==> src/rtl/mxm_sched_if.sv <==
// rtl/mxm_sched_if.sv - host start/done and operand/result RAM signals of the MxM sequencer
interface mxm_sched_if #(
  parameter int M = 200,
  parameter int N = 100,
  parameter int P = 120
);
  localparam int AWA = (M * N > 1) ? $clog2(M * N) : 1;
  localparam int AWX = (N * P > 1) ? $clog2(N * P) : 1;
  localparam int AWY = (M * P > 1) ? $clog2(M * P) : 1;

  logic           start;
  logic           busy;
  logic           done;
  logic           rd_en;
  logic [AWA-1:0] a_addr;
  logic [AWX-1:0] x_addr;
  logic           dp_first;
  logic           dp_last;
  logic           y_we;
  logic [AWY-1:0] y_addr;

  modport master (
    output start,
    input  busy, done, rd_en, a_addr, x_addr, dp_first, dp_last, y_we, y_addr
  );

  modport slave (
    input  start,
    output busy, done, rd_en, a_addr, x_addr, dp_first, dp_last, y_we, y_addr
  );
endinterface

==> src/rtl/mxm_sched.sv <==
// rtl/mxm_sched.sv - index sequencer for the MxM streaming dot-product datapath
// Walks (p,m,n) with n fastest, issuing A/X reads and writing Y at p*M+m.
module mxm_sched #(
  parameter int M   = 200,
  parameter int N   = 100,
  parameter int P   = 120,
  parameter int LAT = 1
) (
  input logic        i_clk,
  input logic        i_rst,
  mxm_sched_if.slave bus
);
  localparam int AWA = (M * N > 1) ? $clog2(M * N) : 1;
  localparam int AWX = (N * P > 1) ? $clog2(N * P) : 1;
  localparam int AWY = (M * P > 1) ? $clog2(M * P) : 1;
  localparam int NW  = (N > 1) ? $clog2(N) : 1;
  localparam int MW  = (M > 1) ? $clog2(M) : 1;
  localparam int PW  = (P > 1) ? $clog2(P) : 1;

  typedef enum logic [1:0] {S_IDLE, S_RUN, S_DRAIN, S_DONE} state_t;

  state_t         r_state;
  logic [NW-1:0]  r_n;
  logic [MW-1:0]  r_m;
  logic [PW-1:0]  r_p;
  logic [AWA-1:0] r_a_addr;
  logic [AWX-1:0] r_x_addr;
  logic [AWX-1:0] r_x_base;
  logic [AWY-1:0] r_y_addr;
  logic [AWY-1:0] r_y_cnt;
  logic [LAT-1:0] r_pipe;
  logic           r_busy, r_done, r_rd_en, r_dp_first, r_dp_last, r_y_we, r_y_last;

  logic w_n_wrap, w_m_wrap, w_p_last, w_last_tuple, w_issue_last, w_pipe_out;

  assign w_n_wrap     = (r_n == NW'(N - 1));
  assign w_m_wrap     = (r_m == MW'(M - 1));
  assign w_p_last     = (r_p == PW'(P - 1));
  assign w_last_tuple = w_n_wrap && w_m_wrap && w_p_last;
  assign w_issue_last = r_rd_en && w_n_wrap;
  assign w_pipe_out   = r_pipe[LAT-1];

  always_ff @(posedge i_clk) begin
    if (i_rst) begin
      r_state    <= S_IDLE;
      r_n        <= '0;
      r_m        <= '0;
      r_p        <= '0;
      r_a_addr   <= '0;
      r_x_addr   <= '0;
      r_x_base   <= '0;
      r_y_addr   <= '0;
      r_y_cnt    <= '0;
      r_pipe     <= '0;
      r_busy     <= 1'b0;
      r_done     <= 1'b0;
      r_rd_en    <= 1'b0;
      r_dp_first <= 1'b0;
      r_dp_last  <= 1'b0;
      r_y_we     <= 1'b0;
      r_y_last   <= 1'b0;
    end else begin
      // RAM data lands one cycle after issue, so the element flags trail by one
      r_dp_first <= r_rd_en && (r_n == '0);
      r_dp_last  <= w_issue_last;
      r_pipe[0]  <= w_issue_last;
      for (int i = 1; i < LAT; i++) r_pipe[i] <= r_pipe[i-1];
      r_y_we     <= w_pipe_out;
      r_y_last   <= w_pipe_out && (r_y_cnt == AWY'(M * P - 1));
      if (w_pipe_out) begin
        r_y_addr <= r_y_cnt;
        r_y_cnt  <= r_y_cnt + 1'b1;
      end
      r_done <= 1'b0;

      case (r_state)
        S_IDLE: begin
          if (bus.start) begin
            r_state <= S_RUN;
            r_busy  <= 1'b1;
            r_rd_en <= 1'b1;
            r_y_cnt <= '0;
          end
        end
        S_RUN: begin
          if (w_last_tuple) begin
            r_state  <= S_DRAIN;
            r_rd_en  <= 1'b0;
            r_n      <= '0;
            r_m      <= '0;
            r_p      <= '0;
            r_a_addr <= '0;
            r_x_addr <= '0;
            r_x_base <= '0;
          end else begin
            r_n      <= w_n_wrap ? '0 : r_n + 1'b1;
            r_a_addr <= (w_n_wrap && w_m_wrap) ? '0 : r_a_addr + 1'b1;
            // X is column-major: replay column p for each row, advance on m wrap
            r_x_addr <= (w_n_wrap && !w_m_wrap) ? r_x_base : r_x_addr + 1'b1;
            if (w_n_wrap) r_m <= w_m_wrap ? '0 : r_m + 1'b1;
            if (w_n_wrap && w_m_wrap) begin
              r_p      <= r_p + 1'b1;
              r_x_base <= r_x_addr + 1'b1;
            end
          end
        end
        S_DRAIN: begin
          if (r_y_we && r_y_last) begin
            r_state <= S_DONE;
            r_busy  <= 1'b0;
            r_done  <= 1'b1;
            r_y_cnt <= '0;
          end
        end
        default: r_state <= S_IDLE;
      endcase
    end
  end

  assign bus.busy     = r_busy;
  assign bus.done     = r_done;
  assign bus.rd_en    = r_rd_en;
  assign bus.a_addr   = r_a_addr;
  assign bus.x_addr   = r_x_addr;
  assign bus.dp_first = r_dp_first;
  assign bus.dp_last  = r_dp_last;
  assign bus.y_we     = r_y_we;
  assign bus.y_addr   = r_y_addr;
endmodule

==> src/flat_wrapper.sv <==
// flat-port wrapper written by rule: the top's interface ports become plain ports
module mxm_sched_flat 
#(
  parameter int M   = 200,
  parameter int N   = 100,
  parameter int P   = 120,
  parameter int LAT = 1
)
  (i_clk, i_rst, bus_start, bus_busy, bus_done, bus_rd_en, bus_a_addr, bus_x_addr, bus_dp_first, bus_dp_last, bus_y_we, bus_y_addr);
  mxm_sched_if #(.M(M), .N(N), .P(P)) bus_i ();
  input logic i_clk;
  input logic i_rst;
  input wire logic [$bits(bus_i.start)-1:0] bus_start;
  output wire logic [$bits(bus_i.busy)-1:0] bus_busy;
  output wire logic [$bits(bus_i.done)-1:0] bus_done;
  output wire logic [$bits(bus_i.rd_en)-1:0] bus_rd_en;
  output wire logic [$bits(bus_i.a_addr)-1:0] bus_a_addr;
  output wire logic [$bits(bus_i.x_addr)-1:0] bus_x_addr;
  output wire logic [$bits(bus_i.dp_first)-1:0] bus_dp_first;
  output wire logic [$bits(bus_i.dp_last)-1:0] bus_dp_last;
  output wire logic [$bits(bus_i.y_we)-1:0] bus_y_we;
  output wire logic [$bits(bus_i.y_addr)-1:0] bus_y_addr;
  assign bus_i.start = bus_start;
  assign bus_busy = bus_i.busy;
  assign bus_done = bus_i.done;
  assign bus_rd_en = bus_i.rd_en;
  assign bus_a_addr = bus_i.a_addr;
  assign bus_x_addr = bus_i.x_addr;
  assign bus_dp_first = bus_i.dp_first;
  assign bus_dp_last = bus_i.dp_last;
  assign bus_y_we = bus_i.y_we;
  assign bus_y_addr = bus_i.y_addr;
  mxm_sched #(.M(M), .N(N), .P(P), .LAT(LAT)) u_core (.i_clk(i_clk), .i_rst(i_rst), .bus(bus_i));
endmodule
==> config.mk <==
export PLATFORM = sky130hd
export DESIGN_NAME = mxm_sched_flat
export DESIGN_NICKNAME = d
export VERILOG_FILES = /design/src/rtl/mxm_sched_if.sv /design/src/rtl/mxm_sched.sv /design/src/flat_wrapper.sv
export SDC_FILE = /design/constraint.sdc
export NUM_CORES = 1
export LEC_CHECK = 0
export ABC_AREA = 1
export CORE_ASPECT_RATIO = 1.2
export CORE_MARGIN = 10
export CORE_UTILIZATION = 43
export CTS_CLUSTER_DIAMETER = 100
export CTS_CLUSTER_SIZE = 28
export DETAILED_ROUTE_END_ITERATION = 10
export GPL_TIMING_DRIVEN = 0
export SLEW_MARGIN = 15
export SYNTH_ARGS = -nofsm -noshare
export SYNTH_HDL_FRONTEND = slang
export SYNTH_SLANG_ARGS = --single-unit
==> constraint.sdc <==
create_clock -name i_clk -period 2 [get_ports i_clk]
set_clock_uncertainty 0.05 [all_clocks]
set_input_delay 0.4 -clock i_clk [delete_from_list [all_inputs] [get_ports i_clk]]
set_output_delay 0.4 -clock i_clk [all_outputs]
set_load 0.02 [all_outputs]
==> summary.md, run 1 <==
| Metric | Value |
|---|---|
| Status | complete, no violations |
| Worst path top cell family by delay | buffers and inverters |
| DRT Wirelength | 12190 um |
| Core Area | 11040 sq um |
| Initial DRC count | 232 |
| Port bufs | 52 |
| # rows | 42 |
| Crit-path slowest cell | clkdlybuf4s50_1 |
| Fraction of layout cells with a size suffix above 1 | 8.119% |
| Final Hold Fails | 0 |
| Vias in the first global route | roughly 4300 |
| Layout Cells excl Fill | 871 |
| Clk_lat worst skew | 350 ps |
| Max VDD drop | approximately 0.45 mV |
| DR vias | 4451 |
| CP max FO | 7 |
| Synth top area cells | dfxtp_1 (43%), nand2_1 (11%), nor2_1 (8.1%) |
| Pin count of the biggest net entering global routing | 18 |
| Initial antenna violation count | 0 |
| Critical Path, Cell by Cell | clkdlybuf4s50_1 |
| Fin nets | 747 |
| Overall Global Routing Usage | about 16% |
| GRT met1 Usage | 17.88% |
| CTS tree | yes |
| First-pass GRT wire length | 20380 um |
| Final worst-path cycle share | a little over nine tenths |
| Avg Synthesized Cell Area | 7.238 sq um |
| Pre-Repair DR Iteration Count | 5 |
| Final setup violation count | 0 |
| Drt wl/cell | 14.00 um |
| Syn. warnings | 0 |
| Relative max-transition margin | about three fifths |
| WS Path Type | flip-flop to output pin |
| Vias per cell | 5.110 |
| Cells after synthesis | 670 |
| Worst setup SP type | flip-flop |
| I/O pins | 53 |
| Depth of the CTS H-tree | 3 |
| Slew Viols, Final | 0 |
| Met2 GRT Util | 27.98% |
| Crit path buffers/inverters | 1 |
| Footprint of the multi-input gates | between 2000 and 2500 sq um |
| Inserted Clock Buffers | 9 |
| Pwr Density | 867.3 nW/um^2 |
| Worst Path Arrival | approximately 1500 ps |
| Placer congestion estimate | around 0.86 |
| Clock Sinks | 104 |
| RSZ-0062 raised after global routing | true |
| CP required | 1550 ps |
| Post-synthesis sequential area ratio | 42.93% |
| Total grt overflow | 0 |
| DP HPWL | 9009 um |
| Max-Cap Viols | 0 |
| FILL cells | 1082 |
| Leading area contributor after synthesis | dfxtp_1 |
| Die ar. | 15940 sq um |
| Netlist cell types | 42 |
| CP peak stage delay | 670 ps |
| Antenna fix cells | 0 |
| Antenna-violating nets left | 0 |
| Top Usage Layer GRT | met2 |
| Hold WC Path Type | flip-flop to flip-flop |
| Clk slew on worst S/H paths | about 70 ps |
| Most frequent cells in the layout | nand2_1 (146), dfxtp_1 (104), nor2_1 (102) |
| Global Route met3 Usage | 3.395% |
| Yosys top cell area share | between 40% and 50% |
| Drc violations | 0 |
| Slew @ Worst Pin | 583.8 ps |
| Commonest non-fill, non-tap cell in the layout | nand2_1 |
| Register Area | about 2100 sq um |
| CTS Hold Bufs | 0 |
| Period minus WS final | 1953 ps |
| Area Growth Syn to Fin | 21.47% |
| Critical path endpoint category | output pin |
| Initial core utilization | between 40 and 50% |
| Fin util | around 53% |
| Seq cells post-synth | 104 |
| Deepest clock path buffer count | 2 |
| Die span in x | about 120 um |
| Mapped Area | 4850 sq um |
| Lkg Pwr | 2.290 nW |
| Placed Cells | 854 |
| CTS Root Buffer Type | clkbuf_16 |
| Min Hold Slack | 403.5 ps |
| Die Span Y | between 100 and 150 um |
| Peak Freq | slightly above 0.5 GHz |
| Net count after synthesis | 683 |
==> final cells by class <==
class                      count  area share, %
multi-input combinational    471          40.97
inverter                      77          4.949
clock inverter                 6          1.105
tap                          132          2.804
clock buffer                  10          4.057
sequential                   104          35.34
timing repair buffer          53          8.963
buffer                        18          1.805
==> synth_stat cells (all sizes together) <==
library cell	number
xor2	14
or2	3
nor2	109
nand4	11
xnor2	5
nand3b	3
nor4	3
nor3	19
clkinv	1
a22oi	1
and2	2
and3	1
a211oi	5
buf	13
a21oi	45
o21a	1
nor3b	2
nand3	41
o21ai	39
o21bai	1
ha	10
o22ai	6
clkbuf	5
nand2	149
o211ai	1
dfxtp	104
inv	76
==> power by group <==
| part | internal [W] | switching, W |
|---|---|---|
| combinational | 0.000364 | 0.000687 |
| sequential | 0.00216 | 0.0000860 |
| clock | 0.00101 | 0.000805 |
| total | 0.00353 | 0.00158 |
==> routing by layer <==
| metal | share of wire, % | wire (um) |
|---|---|---|
| met1 | 43 | 5281 |
| met5 | 0 | 0 |
| met4 | 1.7 | 203 |
| met3 | 5.1 | 619 |
| met2 | 50 | 6086 |
==> kinds of logic (layout without fill, tap and decap cells) <==
logic type,after synthesis,after routing,synth area share [%]
compound gates,99,99,11.87
buf+inv,95,164,7.920
fa+ha+maj,10,10,2.580
flops,104,104,42.93
simple gates,343,343,31.27
xor+xnor,19,19,3.431
==> flip-flops by register name, indices dropped and copies added (netlist names) <==
| signal | flops |
|---|---|
| u_core.bus.a_addr | 15 |
| u_core.bus.busy | 1 |
| u_core.bus.done | 1 |
| u_core.bus.dp_first | 1 |
| u_core.bus.rd_en | 1 |
| u_core.bus.x_addr | 14 |
| u_core.bus.y_addr | 15 |
| u_core.bus.y_we | 1 |
| u_core.r_m | 8 |
| u_core.r_n | 7 |
| u_core.r_p | 7 |
| u_core.r_pipe | 1 |
| u_core.r_state | 2 |
| u_core.r_x_base | 14 |
| u_core.r_y_cnt | 15 |
| u_core.r_y_last | 1 |
==> repair_timing <==
action,CTS,global route
gates resized for setup,2,14
setup endpoints to repair,11,44
buffers inserted,0,1
pin swaps,0,1
==> through the flow <==
stage               area [sq um]  setup WS [ps]  TNS (ps)  power, W
finish                      5891          47.27         0  0.005109
global placement            5535         -295.5     -8669  0.003313
global route                5891        0.09326         0  0.005357
detailed placement          5535         -340.3     -9532  0.003323
CTS                         5846          4.850         0  0.005129
floorplan                   4850          253.5         0  0.002956
==> path summary, 6_finish.rpt <==
path,end,depth (start not counted),slack (ps),startpoint
worst max-delay path,bus_x_addr[0],1,50,u_core.bus.x_addr[0]
worst min-delay path,u_core.r_x_base[4],2,400,u_core.r_x_base[4]
worst max register to register,u_core.r_x_base[5],8,180,u_core.r_m[0]
worst min register to register,u_core.r_x_base[4],2,400,u_core.r_x_base[4]
(Power assumes the default switching activity.)
==> run 2: changes to the inputs <==
Settings changed: CORE_ASPECT_RATIO 1.2 to 0.8, GPL_ROUTABILITY_DRIVEN set to 0, TNS_END_PERCENT set to 30.
==> run 2 against run 1 <==
  * Sequential share of layout area rose by 0.053 points
  * Routed wire length rose by 0.57%
  * Critical path depth did not move
  * First-iteration DRC count rose by 39%
  * Flip-flop and latch count did not move
  * Worst hold slack improved by 4.1 ps
  * Global-route usage fell by 0.60 points
  * Clock power fell by 2%
  * Worst setup slack improved by 14 ps
  * Highest routed layer unchanged
==> summary.md, run 2 (same netlist as run 1, synthesis figures left out) <==
| Metric | Value |
|---|---|
| Net Sw Power | between 0.0015 and 0.002 W |
| I/O pins | 53 |
| CP required | ~1600 ps |
| Clk slew on worst S/H paths | 70 ps |
| Worst Path Arrival | 1490 ps |
| R2R Path End | u_core.r_x_base[11] |
| Min Hold Slack | 407.6 ps |
| Initial antenna violation count | 0 |
| Peak Freq | 0.5158 GHz |
| CTS tree | yes |
| Lkg Pwr | 2.279 nW |
| Slew Viols, Final | 0 |
| Vias in the first global route | 4114 |
| Antenna-violating nets left | 0 |
| CP peak stage delay | 670 ps |
| WS Path Type | flip-flop to output pin |
| Die Span Y | 115.0 um |
| Hold WC Path Type | flip-flop to flip-flop |
| Crit path from | u_core.bus.x_addr[2] |
| Combinational power share | 20.7% |
| Reg power frac | 44.3% |
| Depth of the CTS H-tree | 3 |
| Overall Global Routing Usage | 15.30% |
| Deepest clock path buffer count | 2 |
| P_int | between 0.003 and 0.004 W |
| Clk_lat worst skew | 340 ps |
| Commonest non-fill, non-tap cell in the layout | nand2_1 |
| Number of cells on the worst reg-to-reg path | 9 |
| Die span in x | 138.7 um |
| Initial DRC count | around 320 |
| Antenna fix cells | 0 |
| Final setup violation count | 0 |
| Die ar. | roughly 16000 sq um |
| Inserted Clock Buffers | 9 |
| Critical R2R Launch | u_core.r_n[1] |
| First-pass GRT wire length | 20450 um |
| RSZ-0062 raised after global routing | true |
| Core Area | 10930 sq um |
| Pwr Density | 859.9 nW/um^2 |
| Relative max-transition margin | 62.12% |
| Slew @ Worst Pin | around 570 ps |
| DP HPWL | 9125 um |
| DR vias | 4435 |
| Post-CTS Setup Bufs | 0 |
| Worst setup SP type | flip-flop |
| Pin count of the biggest net entering global routing | 17 |
| Sw Ratio | 30.29% |
| Total Power | 0.005058 W |
| CTS-repair resized insts | 3 |
| Drt wl/cell | 13.90 um |
| Worst path top cell family by delay | buffers and inverters |
| Period minus WS final | a little under 2000 ps |
| CTS Root Buffer Type | clkbuf_16 |
| Critical Path, Cell by Cell | clkdlybuf4s50_1 |
| Fin nets | 746 |
| Critical path endpoint category | output pin |
| Initial core utilization | 44.36% |
| Final worst-path cycle share | 96.93% |
| Crit-path slowest cell | clkdlybuf4s50_1 |
| Max-Cap Viols | 0 |
| DRT Wirelength | 12260 um |
| Pre-Repair DR Iteration Count | 5 |
| Area Growth Syn to Fin | 21.28% |
| R2R Setup Slk | 100 ps |
| Fraction of layout cells with a size suffix above 1 | 7.724% |
| Drc violations | 0 |
| Total grt overflow | 0 |
| Vias per cell | 5.028 |
| Worst Setup EP | bus_x_addr[2] |
| CP max FO | 7 |
| Port bufs | 52 |
| Stages on the worst setup path | 1 |
| Status | complete, no violations |
| Crit path buffers/inverters | 1 |
| Max VDD drop | 0.4082 mV |
| Final Hold Fails | 0 |
| Clock Sinks | 104 |
| Fin util | 53.80% |
| CTS Hold Bufs | 0 |
| # rows | 34 |
| Clock share of power | 35.0% |
| Most frequent cells in the layout | nand2_1 (146), dfxtp_1 (104), nor2_1 (103) |
-- run 2: cell type report --
type	count	area (sq um)
tap	144	180.2
clock buffer	12	246.5
fill	1055	5051
sequential	104	2082
timing repair buffer	52	520.5
multi-input combinational	471	2406
buffer	18	103.9
clock inverter	4	51.30
inverter	77	291.5
-- run 2: worst min path at each step --
stage | to | slack [ps] | startpoint | depth (start not counted)
2_1_floorplan | u_core.bus.done | 370 | u_core.r_y_last | 2
3_3_place_gp | u_core.r_x_base[2] | 390 | u_core.r_x_base[2] | 2
3_5_place_dp | u_core.r_x_base[2] | 390 | u_core.r_x_base[2] | 2
4_1_cts | u_core.r_x_base[12] | 410 | u_core.r_x_base[12] | 2
5_1_grt | u_core.r_x_base[6] | 440 | u_core.r_x_base[6] | 2
6_report | u_core.r_x_base[12] | 410 | u_core.r_x_base[12] | 2
-- run 2: layer usage --
layer | GRT usage (%) | routed length, um | vias up
li1 | - | - | 2280
met1 | 19.90 | 5943 | 2072
met2 | 24.75 | 5587 | 77
met3 | 3.914 | 641 | 6
met4 | 4.303 | 87 | 0
met5 | 0 | 0 | -
-- run 2: stage by stage --
| stage | std cells | TNS [ps] | worst slack [ps] | instance area, sq um |
|---|---|---|---|---|
| after floorplan | 670 | 0 | 253.5 | 4850 |
| after global placement | 866 | -10940 | -440.3 | 5550 |
| after detailed placement | 866 | -11080 | -449.0 | 5550 |
| after CTS | 882 | 0 | 38.49 | 5852 |
| after global routing | 882 | -64.44 | -18.43 | 5882 |
| final | 882 | 0 | 61.34 | 5882 |
-- run 2: power by group through the flow --
stage | combinational (W) | clock [W] | sequential (W)
detailed placement | 0.00103 | 0 | 0.00229
global placement | 0.00102 | 0 | 0.00228
floorplan | 0.000626 | 0 | 0.00233
CTS | 0.00104 | 0.00181 | 0.00224
global route | 0.00118 | 0.00189 | 0.00226
finish | 0.00105 | 0.00177 | 0.00224
==> run 3: changes to the inputs <==
--- a/config.mk
+++ b/config.mk
@@ -8,2 +8,3 @@
 export ABC_AREA = 1
+export ABC_CLOCK_PERIOD_IN_PS = 2000
 export CORE_ASPECT_RATIO = 0.8
@@ -16,3 +17,3 @@
 export GPL_TIMING_DRIVEN = 0
-export SLEW_MARGIN = 15
+export SLEW_MARGIN = 10
 export SYNTH_ARGS = -nofsm -noshare
==> constraint.sdc (replaced) <==
create_clock -name i_clk -period 2 [get_ports i_clk]
set_clock_uncertainty 0.05 [all_clocks]
set_input_delay 0.2 -clock i_clk [delete_from_list [all_inputs] [get_ports i_clk]]
set_output_delay 0.2 -clock i_clk [all_outputs]
set_load 0.02 [all_outputs]
==> run 3 against run 2 <==
  * Routed wire length about the same
  * Via count increased by 0.43%
  * Non-clock buffer count unchanged
  * Design area increased by 0.13%
  * Core utilization increased by 0.069 points
  * Combinational power about the same
  * Count of clock-buffer cells in the layout unchanged
  * Sequential power about the same
  * Flip-flop and latch count unchanged
  * Sequential share of layout area about the same
  * Register-to-register slack improved by 50 ps
  * Largest power group unchanged
==> summary.md, run 3 (same netlist as run 1, synthesis figures left out) <==
| Metric | Value |
|---|---|
| WS Path Type | input pin to flip-flop |
| DRT Wirelength | 12270 um |
| Commonest non-fill, non-tap cell in the layout | nand2_1 |
| Deepest clock path buffer count | 2 |
| CP max FO | 10 |
| Drc violations | 0 |
| Slew @ Worst Pin | roughly 800 ps |
| Total grt overflow | 0 |
| Setup_tns | 0 ps |
| Combinational power share | 20.6% |
| RSZ-0062 raised after global routing | false |
| Pin count of the biggest net entering global routing | 17 |
| Net Sw Power | 0.001530 W |
| Core Area | 10930 sq um |
| FILL cells | 1053 |
| Max VDD drop | slightly above 0.4 mV |
| Die ar. | 15950 sq um |
| CTS Root Buffer Type | clkbuf_16 |
| DP HPWL | about 9100 um |
| # rows | 34 |
| Final worst-path cycle share | 93.83% |
| Worst setup SP type | input pin |
| Clk_lat worst skew | around 340 ps |
| Initial core utilization | 44.36% |
| Status | complete, no violations |
| Period minus WS final | 1877 ps |
| Final Hold Fails | 0 |
| Fin util | 53.87% |
| Lkg Pwr | 2.270 nW |
| Register Area | between 2000 and 2500 sq um |
| P_int | approximately 0.0035 W |
| CTS tree | yes |
| Fraction of layout cells with a size suffix above 1 | 7.724% |
| Clock Sinks | 104 |
| Antenna-violating nets left | 0 |
| I/O pins | 53 |
| CTS Hold Bufs | 0 |
| Pre-Repair DR Iteration Count | 5 |
| Port bufs | 52 |
| Vias in the first global route | 4114 |
| Die Span Y | 115.0 um |
| Max-Cap Viols | 0 |
| Final setup violation count | 0 |
| Antenna fix cells | 0 |
| Peak Freq | 0.5329 GHz |
| DR vias | about 4500 |
| Overall Global Routing Usage | 15.30% |
| Min Hold Slack | 407.2 ps |
| Clk slew on worst S/H paths | 70 ps |
| Initial antenna violation count | 0 |
| Sw Ratio | 30.31% |
| Post-CTS Setup Bufs | 0 |
| Relative max-transition margin | 47.66% |
| Vias per cell | 5.050 |
| Worst Path Arrival | 2020 ps |
| Clock share of power | 35.0% |
| Reg power frac | 44.4% |
| Pwr Density | 857.3 nW/um^2 |
| Inserted Clock Buffers | 9 |
| First-pass GRT wire length | 20450 um |
| Hold WC Path Type | flip-flop to flip-flop |
| Slew Viols, Final | 0 |
| Most frequent cells in the layout | nand2_1 (146), dfxtp_1 (104), nor2_1 (102) |
| Area Growth Syn to Fin | 21.44% |
| Die span in x | 138.7 um |
| Depth of the CTS H-tree | 3 |
| Initial DRC count | 310 |
| Drt wl/cell | 13.91 um |
| Fin nets | between 700 and 800 |
| CP required | between 2000 and 2500 ps |
| Footprint of the multi-input gates | 2416 sq um |
| Critical path endpoint category | flip-flop |
## run 3: cell counts in the layout (fill, tap and decap cells not counted)
Identical to the previous run, type by type.
## run 3: stage by stage
step           worst slack (ps)  cells  instance area (sq um)  total power [W]
2_1_floorplan             253.5    670                   4850         0.002956
6_report                  123.4    882                   5889         0.005049
3_5_place_dp             -249.0    866                   5550         0.003317
3_3_place_gp             -240.3    866                   5550         0.003305
4_1_cts                   61.95    882                   5849         0.005092
5_1_grt                   5.105    882                   5889         0.005323
## run 3: area by class of cell
class	instances	area share, %
clock inverters	4	0.8710
well taps	144	3.059
repair buffers	52	8.838
multi-input cells	471	41.02
clock buffers	12	4.185
plain buffers	18	1.721
inverters	77	4.950
flip-flops and latches	104	35.35
## run 3: per-layer routing
layer	up-vias	track usage (%)	part of all wire [%]
li1	2282	-	-
met1	2094	19.90	48
met2	72	24.75	46
met3	6	3.914	5.2
met4	0	4.303	0.73
met5	-	0	0
## run 3: critical path: stages
cell and delay [ps]:
clkdlybuf4s50_1 570, clkbuf_1 470, buf_1 660, nor2_1 120
## run 3: repair_timing
action / in CTS / in global routing
gates resized for setup: 1 / 14
pin swaps: 0 / 0
setup endpoints to repair: 10 / 29
## run 3: power groups by stage
stage | clock, W | sequential [W] | combinational (W)
2_1_floorplan | 0 | 0.00233 | 0.000626
5_1_grt | 0.00189 | 0.00226 | 0.00117
4_1_cts | 0.00181 | 0.00224 | 0.00104
6_report | 0.00177 | 0.00224 | 0.00104
3_5_place_dp | 0 | 0.00229 | 0.00103
3_3_place_gp | 0 | 0.00228 | 0.00102
## run 3: final timing paths
path	start	cells after the start	slack [ps]	end
worst max-delay path	i_rst	4	120	u_core.r_m[1]
worst min-delay path	u_core.r_x_base[12]	2	410	u_core.r_x_base[12]
worst max register to register	u_core.r_n[1]	9	150	u_core.r_x_base[8]
worst min register to register	u_core.r_x_base[12]	2	410	u_core.r_x_base[12]
